## src/rtl/weight_loader_wq_weight_mmap_m_axi_req_arbiter.sv

```systemverilog
// Request arbiter: picks one of NUM_REQ requesters per cycle and forwards it
// to the burst converter. It also keeps an ID FIFO that records the order of grants.
// Ports: clk/reset/clk_en; in_REQ_* are the packed requester inputs and
// out_REQ_READY is the per-requester accept strobe; out_ARB_* with
// in_ARB_READY form the registered converter port; out_RESP_ID* with
// in_RESP_DONE expose and retire the oldest outstanding request owner.
// Macro WEIGHT_LOADER_WQ_ARB_ROUND_ROBIN_EN: defined gives round-robin
// arbitration, undefined (the default) gives fixed priority, lowest index first.
module weight_loader_wq_weight_mmap_m_axi_req_arbiter #(
  parameter int NUM_REQ    = 4,
  parameter int ADDR_WIDTH = 32,
  parameter int ID_DEPTH   = 8,
  parameter int ID_WIDTH   = (NUM_REQ > 1) ? $clog2(NUM_REQ) : 1
) (
  input  logic                          clk,
  input  logic                          reset,
  input  logic                          clk_en,
  input  logic [NUM_REQ*ADDR_WIDTH-1:0] in_REQ_ADDR,
  input  logic [NUM_REQ*32-1:0]         in_REQ_LEN,
  input  logic [NUM_REQ-1:0]            in_REQ_VALID,
  output logic [NUM_REQ-1:0]            out_REQ_READY,
  output logic [ADDR_WIDTH-1:0]         out_ARB_ADDR,
  output logic [31:0]                   out_ARB_LEN,
  output logic                          out_ARB_VALID,
  input  logic                          in_ARB_READY,
  output logic [ID_WIDTH-1:0]           out_RESP_ID,
  output logic                          out_RESP_ID_VALID,
  input  logic                          in_RESP_DONE
);

  localparam int PW = (ID_DEPTH > 1) ? $clog2(ID_DEPTH) : 1;
  localparam int CW = PW + 1;

  logic [ID_WIDTH-1:0] win;
  logic [ID_WIDTH-1:0] id_mem [ID_DEPTH];
  logic [PW-1:0]       wptr;
  logic [PW-1:0]       rptr;
  logic [CW-1:0]       fifo_count;
  logic                full;
  logic                load;
  logic                pop;

`ifdef WEIGHT_LOADER_WQ_ARB_ROUND_ROBIN_EN
  logic [ID_WIDTH-1:0] rr_ptr;
  logic                found;
  int                  idx;

  // Scan starts at rr_ptr and wraps; the first valid requester wins.
  always_comb begin
    win   = '0;
    found = 1'b0;
    idx   = 0;
    for (int k = 0; k < NUM_REQ; k++) begin
      idx = (int'(rr_ptr) + k) % NUM_REQ;
      if (!found && in_REQ_VALID[idx]) begin
        win   = ID_WIDTH'(idx);
        found = 1'b1;
      end
    end
  end

  always_ff @(posedge clk) begin
    if (reset)
      rr_ptr <= '0;
    else if (load)
      rr_ptr <= (int'(win) == NUM_REQ - 1) ? '0 : win + 1'b1;
  end
`else
  // The scan runs downward so that the lowest valid index is the last match and wins.
  always_comb begin
    win = '0;
    for (int i = NUM_REQ - 1; i >= 0; i--)
      if (in_REQ_VALID[i]) win = ID_WIDTH'(i);
  end
`endif

  assign full = (fifo_count == CW'(ID_DEPTH));

  // A full FIFO blocks load even when a pop happens in the same cycle.
  // Reset also forces load low so that the ready strobes stay quiet.
  assign load = ~reset & clk_en & (|in_REQ_VALID)
              & (~out_ARB_VALID | in_ARB_READY) & ~full;

  assign pop = in_RESP_DONE & clk_en & out_RESP_ID_VALID;

  assign out_REQ_READY = load ? (NUM_REQ'(1) << win) : '0;

  assign out_RESP_ID_VALID = (fifo_count != '0);
  assign out_RESP_ID = out_RESP_ID_VALID ? id_mem[rptr] : '0;

  always_ff @(posedge clk) begin
    if (load) id_mem[wptr] <= win;
  end

  always_ff @(posedge clk) begin
    if (reset) begin
      out_ARB_VALID <= 1'b0;
      out_ARB_ADDR  <= '0;
      out_ARB_LEN   <= '0;
      wptr          <= '0;
      rptr          <= '0;
      fifo_count    <= '0;
    end else begin
      if (load) begin
        out_ARB_ADDR  <= in_REQ_ADDR[int'(win)*ADDR_WIDTH +: ADDR_WIDTH];
        out_ARB_LEN   <= in_REQ_LEN[int'(win)*32 +: 32];
        out_ARB_VALID <= 1'b1;
        wptr          <= wptr + 1'b1;
      end else if (out_ARB_VALID & in_ARB_READY & clk_en) begin
        out_ARB_VALID <= 1'b0;
      end
      if (pop) rptr <= rptr + 1'b1;
      if (load & ~pop)
        fifo_count <= fifo_count + 1'b1;
      else if (pop & ~load)
        fifo_count <= fifo_count - 1'b1;
    end
  end

endmodule

```

## config.mk

```make
export PLATFORM = sky130hd
export DESIGN_NAME = weight_loader_wq_weight_mmap_m_axi_req_arbiter
export DESIGN_NICKNAME = d
export VERILOG_FILES = /design/src/rtl/weight_loader_wq_weight_mmap_m_axi_req_arbiter.sv
export SDC_FILE = /design/constraint.sdc
export NUM_CORES = 1
export LEC_CHECK = 0
export ABC_AREA = 1
export CAP_MARGIN = 10
export CORE_AREA = 2 2 131 133
export CTS_CLUSTER_DIAMETER = 60
export DETAILED_ROUTE_END_ITERATION = 12
export DIE_AREA = 0 0 133 135
export PLACE_DENSITY = 0.82
export SYNTH_ARGS = -nofsm -noshare
export SYNTH_HDL_FRONTEND = slang
export SYNTH_SLANG_ARGS = --single-unit
```

## constraint.sdc

```tcl
create_clock -name clk -period 3 [get_ports clk]
set_clock_uncertainty 0.05 [all_clocks]
set_input_delay 0.6 -clock clk [delete_from_list [all_inputs] [get_ports clk]]
set_output_delay 0.6 -clock clk [all_outputs]
set_load 0.005 [all_outputs]
```

# [Word-level counts from Yosys, hierarchy flattened]
# Memories as Yosys holds them, arrays and structs flattened. A register that Yosys moved wholly into a read port is not among the register bits.
# Index checks and enable logic that the tools add are counted.
[op_classes] mux=14 shifts=3 n_eq_ne=1 bitwise=16 add_sub_neg=4 n_reduce_logical=4
[ops] operator="variable part select 128 x 8 -> 32 bit" count=2
[ops] operator="two-way mux 4 bit" count=3
[ops] operator="bitwise AND 1 bit" count=10
[ops] operator="two-way mux 2 bit" count=5
[ops] operator="adder 3 x 1 -> 3 bit, second input constant" count=2
[ops] operator="two-way mux 3 bit" count=2
[ops] operator="NOT 1 bit" count=5
[ops] operator="adder 4 x 1 -> 4 bit, second input constant" count=1
[ops] operator="equality test 4 bit, second input constant" count=1
[ops] operator="two-way mux 1 bit" count=4
[ops] operator="nonzero test 2 bit" count=2
[ops] operator="nonzero test 4 bit" count=1
[ops] operator="OR reduction 4 bit" count=1
[ops] operator="<< shifter 1 x 2 -> 4 bit, first input constant" count=1
[ops] operator="subtractor 4 x 1 -> 4 bit, second input constant" count=1
[ops] operator="bitwise OR 1 bit" count=1
[totals] inputBits=265 memories=1 ramBits=16 reg_bits=75 word_cells=49
[memory_table] memory="id_mem" words=8 width=2 read_ports=1 rd_ports_with_merged_regs=1 write_ports=1 line="35" rtl="logic [ID_WIDTH-1:0] id_mem [ID_DEPTH];"

# [Depth between registers and ports, before layout]
# Gate-level depths: netlist of run 1.
[logic_depth] word_depth=9 depth_mapped=17

# [Least setup slack after synthesis of run 1]
# Ideal clock, no wire load.
[synth_path] kind="input port to flip-flop" start="in reset" end="reg fifo_count[3]" slack_ns=0.489 t_required_ns=2.880 path_stages=17 n_path_buf=2 arrival_ns=2.391 cell_sequence="buf_2 clkinv_2 nand2_1 a21oi_2 nand3_2 buf_6 inv_2 ha_1 inv_1 ha_1 nand2_1 nand2_1 nor2_1 nand2_1 nand2_1 nand2_1 a21oi_1"
[synth_between] elab_chain_len=8 elab_cells_between_ends=10 classes_between="mux: 1; bitwise: 8; reduce/logical: 1"
[synth_rtl] item="start: declaration" line="16" rtl="input logic reset,"
[synth_rtl] item="NOT 1 bit *" line="81" rtl="assign load = ~reset & clk_en & (|in_REQ_VALID)"
[synth_rtl] item="bitwise AND 1 bit * (2 in a row)" line="81"
[synth_rtl] item="bitwise AND 1 bit * (2 in a row)" line="82" rtl="& (~out_ARB_VALID | in_ARB_READY) & ~full;"
[synth_rtl] item="named net load" line="40" rtl="logic load;"
[synth_rtl] item="NOT 1 bit" line="115" rtl="else if (pop & ~load)"
[synth_rtl] item="bitwise AND 1 bit" line="115"
[synth_rtl] item="nonzero test 2 bit (no source line)"
[synth_rtl] item="end signal: assignment" line="114" rtl="fifo_count <= fifo_count + 1'b1;"
[synth_rtl] item="end signal: assignment" line="116" rtl="fifo_count <= fifo_count - 1'b1;"
[synth_rtl] item="end: declaration" line="38" rtl="logic [CW-1:0] fifo_count;"
# The timed path passes the listed nets; every way through them passes the cells marked *.
# A chain may end at the register's enable or synchronous reset.

# [Worst setup path after layout of run 1]
[layout_path] start="in in_REQ_VALID[0]" end="out out_REQ_READY[1]"
[layout_between] elab_chain_len=5 elab_cells_between_ends=7 classes_between="shift: 1; mux: 2; bitwise: 3; reduce/logical: 1"
[layout_rtl] item="start: declaration" line="20" rtl="input logic [NUM_REQ-1:0] in_REQ_VALID,"
[layout_rtl] item="OR reduction 4 bit" line="81"
[layout_rtl] item="bitwise AND 1 bit" line="81"
[layout_rtl] item="bitwise AND 1 bit (2 in a row)" line="82"
[layout_rtl] item="two-way mux 4 bit *" line="86" rtl="assign out_REQ_READY = load ? (NUM_REQ'(1) << win) : '0;"
[layout_rtl] item="end: declaration" line="21" rtl="output logic [NUM_REQ-1:0] out_REQ_READY,"
# Mark *: on every way between the ends. The rest lies on a longest branch, timed or not.

==> impl_metrics.yaml, run 1 <==
status:
  status: "finished, final reports clean"
global_route:
  grt_pass1_wl_microns: 38500
  antenna_found_initial: 2
  grt.overflow.total: 0
  grt_usage_pct: 26.9
  grt_pass1_vias: 7873
  grt_max_degree: 95
synth:
  ys_types: 27
  yosys_warnings: 0
  postSynthCellCount: 1149
  syn_area_sq_um: 6660
  synth_top_area_share_pct: 23.4
  syn_avg_cell_area_sq_um: 5.80
  synth_nets: 1420
  ys_seq_elements: 94
  seq_area_frac_synth_pct: 30.7
  synth_top_area_cell: "dfxtp_1"
  yosys-top-cells-area: "dfxtp_1, nand2_1, nand3_1"
timing:
  max_freq_ghz: 0.337
  worst_pin_slew_ps: 911
  slew_headroom_pct: 39.3
  timing.final.crit_share_pct: 98.9
  tns_ps: 0
  setup_viol: 0
  period_minus_slack_ps: 2970
  drv_slew: 0
  rsz0062_at_grt: "yes"
  hold_viol: 0
setup_path:
  r2r_slack_ps: 700
  cpPeakStageDelay_ps: 560
  path_cells: "clkdlybuf4s50_1, nor2_4, buf_4, nand3_4, nand3_4, nor3_1, clkdlybuf4s50_1"
  worst_ep_required_time_ps: 2350
  critPathArrivalTime_ps: 2320
  crit_type: "in -> out"
  cp_max_fo: 7
  crit_family: "buffers and inverters"
  r2r-end: "fifo_count[3]$_SDFFE_PP0P_"
  reg2reg_from: "fifo_count[0]$_SDFFE_PP0P_"
  worst-path-buf-inv: 3
  cp-start-kind: "primary input"
  endpoint_kind: "output port"
  reg2reg_depth: 13
  crit_slowest_cell: "clkdlybuf4s50_1"
routing:
  vias: 8197
  drt-total-wl_microns: 24600
  top_layer: "met5"
  via_per_inst: 4.91
  wl_met3_microns: 1830
  drt_iter0_markers: 306
  met2_length_microns: 12100
  drc_errors: 0
  final_antenna_net_count: 0
  wl_per_cell_microns: 14.8
  wl_met1_microns: 9440
  first_pass_iters: 5
cells_and_area:
  nets: 1714
  design_area_sq_um: 10500
  fin_util_pct: 64.0
  final_cells: 1668
  drive_above_1_share_pct: 4.07
  nFillCells: 1517
  area_growth_pct: 57.8
  diodes: 0
  final_cell_mix: "nand2_1, clkdlybuf4s50_1, nand3_1, nor2_1, inv_1"
  layout.cells.most_common: "nand2_1"
clocking:
  cts.clk_slew.worst_paths_ps: 70
  clk_path_buf_depth: 2
  cts_tree: "done"
  htreeDepth: 3
  clkLatencyLatePin_ps: 340
  clock_sinks: 94
  root_buffer: "clkbuf_16"
  cts_buffers: 9
power:
  internal_power_uw: 2730
  comb_power_share_pct: 37.1
  p_leak_uw: 0.00481
  p_switching_uw: 1300
  power_density_nw_per_um2: 384
  power_frac_seq_pct: 36.7
  p_clk_share_pct: 26.2
  p_sw_share_pct: 32.2
  ir_drop_uv: 290
placed_design:
  hpwlAfterDp_microns: 17600
  placed_area_sq_um: 10200
  place_inst: 1650
  port_buffers: 336
  place.gp.congestion: 0.831
job:
  maxCapViolCount: 0
floorplanning:
  top_level_ports: 337
  start_util_pct: 40.6
  fp.dieH_microns: 135
  fp-row-count: 47
  die_w_microns: 133
  core_area_sq_um: 16400
  die-area_sq_um: 18000
min_path:
  min-delay-start: "rptr[1]$_SDFFE_PP0P_"
  whs_path_depth: 2
  hold_class: "reg -> reg"
## tightest hold or removal path: stages, from the launching register on
cell and delay [ps]:
dfxtp_1 320, inv_1 50, a21oi_1 70
## repair_timing
action                     CTS  global route
resized for setup            3             3
setup buffers                2             0
gates cloned                 0             0
setup endpoints to repair    3             4
pin swaps                    1             0
hold buffers                 0             0
## Yosys cell counts, drive strengths merged
library cell	number
a21oi	8
buf	60
clkbuf	25
clkinv	1
dfxtp	78
edfxtp	16
fa	1
ha	5
inv	149
nand2	351
nand3	198
nand4	66
nor2	161
nor3	8
o211ai	2
o21ai	13
o22ai	2
xnor2	1
xor2	4
## sequential cells by signal (all words and copies together), names as in the netlist, named ones only
signal,count
out_ARB_VALID,1
out_ARB_LEN,32
wptr,3
rptr,3
id_mem,16
out_ARB_ADDR,32
fifo_count,4
## how the worst max path moves through the flow
stage / from / to / cells after the start
final: in_REQ_VALID[0] / out_REQ_READY[1] / 7
after global routing: in_REQ_VALID[0] / out_REQ_READY[3] / 7
after CTS: in_REQ_VALID[3] / out_REQ_READY[0] / 6
after detailed placement: in_REQ_VALID[3] / out_REQ_READY[0] / 6
after global placement: in_REQ_VALID[1] / out_REQ_READY[3] / 6
after floorplan: reset / fifo_count[3]$_SDFFE_PP0P_ / 17
## metrics by stage
step                total power (uW)  hold WS [ps]  setup slack, ps
floorplan                       2210           389              489
global placement                2960           407             8.07
detailed placement              3000           416            -47.1
CTS                             4060           437             46.4
global route                    4280           463            -27.0
finish                          4030           441             32.7
## cell type report
type	count	area (sq um)	share of cell area, %
Multi-Input combinational cell	820	3730	35.5
Timing Repair Buffer	368	3630	34.5
Sequential cell	94	2040	19.4
Inverter	150	564	5.37
Tap cell	220	275	2.62
Clock buffer	10	229	2.18
Clock inverter	6	37.5	0.357
## metal layers
layer | track usage (%) | vias up
met2 | 48.2 | 325
met5 | 0 | -
li1 | - | 4211
met4 | 15.4 | 4
met3 | 6.46 | 75
met1 | 29.1 | 3582
## power groups by stage
stage / clock network, uW / registers [uW] / logic [uW]
CTS: 1080 / 1480 / 1500
floorplan: 0 / 1500 / 709
detailed placement: 0 / 1510 / 1490
global placement: 0 / 1500 / 1460
global route: 1130 / 1500 / 1660
finish: 1050 / 1480 / 1500
## logic make-up after synthesis
family                     share of synthesized area, %
and+or+nand+nor                                    50.7
buffers and inverters                              14.7
DFF                                                30.7
AOI/OAI and AO/OA                                  2.05
adders and majority gates                          1.24
xor gates and xnor gates                          0.658
(Power assumes the default switching activity.)
==> run 2: changes to the inputs <==
Settings changed: ABC_AREA 1 to 0, PLACE_DENSITY 0.82 to 0.71.
Clock period 3 ns to 3.1 ns, I/O delays scaled along.
==> run 2 against run 1 <==
  * Power up 4.4%
  * Non-clock buffer count is 12 lower
  * Critical path depth grew 4
  * Clock power increased by 12%
  * Global-route usage shrank 6.0 points
  * Hold slack worse by 15 ps
  * Utilization decreased by 11 points
  * Cell count down 38%
  * Sequential cell count is the same
  * Critical path type is now in -> reg
  * Critical endpoint is now fifo_count[3]$_SDFFE_PP0P_
==> impl_metrics.yaml, run 2 <==
status:
  status: "finished, final reports clean"
routing:
  vias: 5398
  met2_length_microns: 9600
  drc_errors: 0
  top_layer: "met4"
  via_per_inst: 5.25
  wl_met3_microns: 1520
  drt_iter0_markers: 437
  final_antenna_net_count: 0
  wl_per_cell_microns: 18.6
  wl_met1_microns: 7620
  first_pass_iters: 7
  drt-total-wl_microns: 19200
setup_path:
  cp_max_fo: 4
  r2r-end: "fifo_count[3]$_SDFFE_PP0P_"
  reg2reg_from: "fifo_count[0]$_SDFFE_PP0P_"
  crit_slowest_cell: "a2111o_2"
  reg2reg_depth: 11
  critPathArrivalTime_ps: 3080
  path_common_cell: "ha_1"
  crit_type: "in -> reg"
  worst-path-buf-inv: 3
  r2r_slack_ps: 300
  endpoint_kind: "flop"
  path_cells: "clkdlybuf4s50_1, nor2b_1, a2111o_2, inv_6, ha_1, inv_1, ha_1, a21oi_1, a211oi_1, a31oi_1, mux2_2"
  cp.depth: 11
  worst_ep_required_time_ps: 3280
  crit_family: "compound AO/OA/AOI/OAI gates"
  cp-start-kind: "primary input"
  cpPeakStageDelay_ps: 490
floorplanning:
  core_area_sq_um: 16400
  die_w_microns: 133
  top_level_ports: 337
  fp.dieH_microns: 135
  die-area_sq_um: 18000
  fp-row-count: 47
  start_util_pct: 30.1
clocking:
  post_cts_buffers: 0
  htreeDepth: 3
  clkLatencyLatePin_ps: 340
  holdBufCountCts: 0
  clock_sinks: 94
  clk_path_buf_depth: 2
  cts.clk_slew.worst_paths_ps: 70
  cts_tree: "done"
  post_cts_resized: 2
  root_buffer: "clkbuf_16"
  cts_buffers: 9
synth:
  syn_area_sq_um: 4930
  syn_avg_cell_area_sq_um: 10.1
  synth_top_area_cell: "dfxtp_1"
  synth_flop_cell: "dfxtp_1"
  seq_area_frac_synth_pct: 41.4
  yosys_warnings: 0
  ys_seq_elements: 94
  async_flop_share_pct: 0
  synth_edf_count: 16
  synth_nets: 760
  synth_common_cells: "nor2_1, dfxtp_1, a21oi_1, a211oi_2, a222oi_1"
  synth.most_common_cell: "nor2_1"
  postSynthCellCount: 489
  yosys-top-cells-area: "dfxtp_1, a211oi_2, a222oi_1"
  synth_top_area_share_pct: 31.6
  ys_types: 35
placed_design:
  hpwlAfterDp_microns: 14200
  place.gp.congestion: 0.767
  placed_area_sq_um: 8470
  port_buffers: 336
timing:
  rsz0062_at_grt: "no"
  hold_viol: 0
  tns_ps: 0
  max_freq_ghz: 0.345
  worst_pin_slew_ps: 847
  timing.final.crit_share_pct: 93.4
  setup_viol: 0
  period_minus_slack_ps: 2900
  slew_headroom_pct: 43.5
  drv_slew: 0
min_path:
  hold_class: "reg -> reg"
  min-delay-start: "out_ARB_VALID$_SDFFE_PP0P_"
  whs_path_depth: 2
  hold_end: "out_ARB_VALID$_SDFFE_PP0P_"
cells_and_area:
  diodes: 0
  layout.cells.most_common: "clkdlybuf4s50_1"
  final_cell_mix: "clkdlybuf4s50_1, nor2_1, dfxtp_1, a21oi_1"
  nFillCells: 1500
  nets: 1075
  drive_above_1_share_pct: 13.8
  design_area_sq_um: 8780
  area_growth_pct: 77.9
  reg.largest.list: "out_ARB_ADDR x32, out_ARB_LEN x32, id_mem x16"
power:
  p_sw_share_pct: 28.8
  internal_power_uw: 3000
  ir_drop_uv: 276
  power_frac_seq_pct: 36.2
  p_switching_uw: 1210
  p_leak_uw: 0.00303
  comb_power_share_pct: 35.9
  power_density_nw_per_um2: 479
  p_clk_share_pct: 27.9
global_route:
  grt_pass1_wl_microns: 29300
  grt_usage_pct: 20.9
  grt_max_degree: 65
  grt_pass1_vias: 5331
  grt.overflow.total: 0
  antenna_found_initial: 0
job:
  maxCapViolCount: 0
## run 2: metrics by stage
stage	hold slack, ps	total power (uW)	std cells	util, %	worst slack (ps)
floorplan	411	2230	489	-	149
global placement	414	3050	1013	51.6	-105
detailed placement	420	3070	1013	51.6	-149
CTS	430	4270	1029	53.5	207
global route	454	4450	1029	53.5	61.2
finish	426	4210	1029	53.5	203
## run 2: power groups by stage
stage	registers, uW	clock network (uW)	logic [uW]
4_1_cts	1530	1210	1530
2_1_floorplan	1540	0	691
6_report	1520	1180	1510
3_5_place_dp	1550	0	1520
3_3_place_gp	1550	0	1500
5_1_grt	1550	1260	1640
## run 2: per-layer routing
metal  GRT usage, %  vias to the layer above
li1               -                     2575
met1           25.5                     2534
met2           36.0                      259
met3           5.33                       30
met4           7.11                        0
met5              0                        -
## run 2: worst max path at each step
stage / from / end
after floorplan: reset / fifo_count[3]$_SDFFE_PP0P_
after global placement: clk_en / fifo_count[3]$_SDFFE_PP0P_
after detailed placement: clk_en / fifo_count[3]$_SDFFE_PP0P_
after CTS: in_ARB_READY / fifo_count[3]$_SDFFE_PP0P_
after global routing: in_ARB_READY / fifo_count[3]$_SDFFE_PP0P_
final: in_ARB_READY / fifo_count[3]$_SDFFE_PP0P_
## run 2: kinds of logic after synthesis
family,after synthesis,share of synthesized area [%]
compound gates,200,36.8
simple gates,118,10.3
flops,94,41.4
buf+inv,56,5.86
mux,10,3.07
fa+ha+maj,6,1.67
xor+xnor,5,0.888
## run 2: layout make-up
| type | count | area [sq um] | share of cell area (%) |
|---|---|---|---|
| clock buffer | 9 | 225 | 2.56 |
| clock inverter | 7 | 87.6 | 0.997 |
| inverter | 4 | 20.0 | 0.228 |
| multi-input combinational | 339 | 2620 | 29.9 |
| sequential | 94 | 2040 | 23.3 |
| tap | 220 | 275 | 3.13 |
| timing repair buffer | 356 | 3510 | 40.0 |
## run 2: worst register-to-register path, cell delays in order, from the launching register on
cell      delay [ps]
dfxtp_1          380
nor4_1           460
inv_1            150
and3_1           260
inv_1             70
ha_1             150
inv_1             80
ha_1             310
a21oi_1          180
a211oi_1         100
a31oi_1          160
mux2_2           350
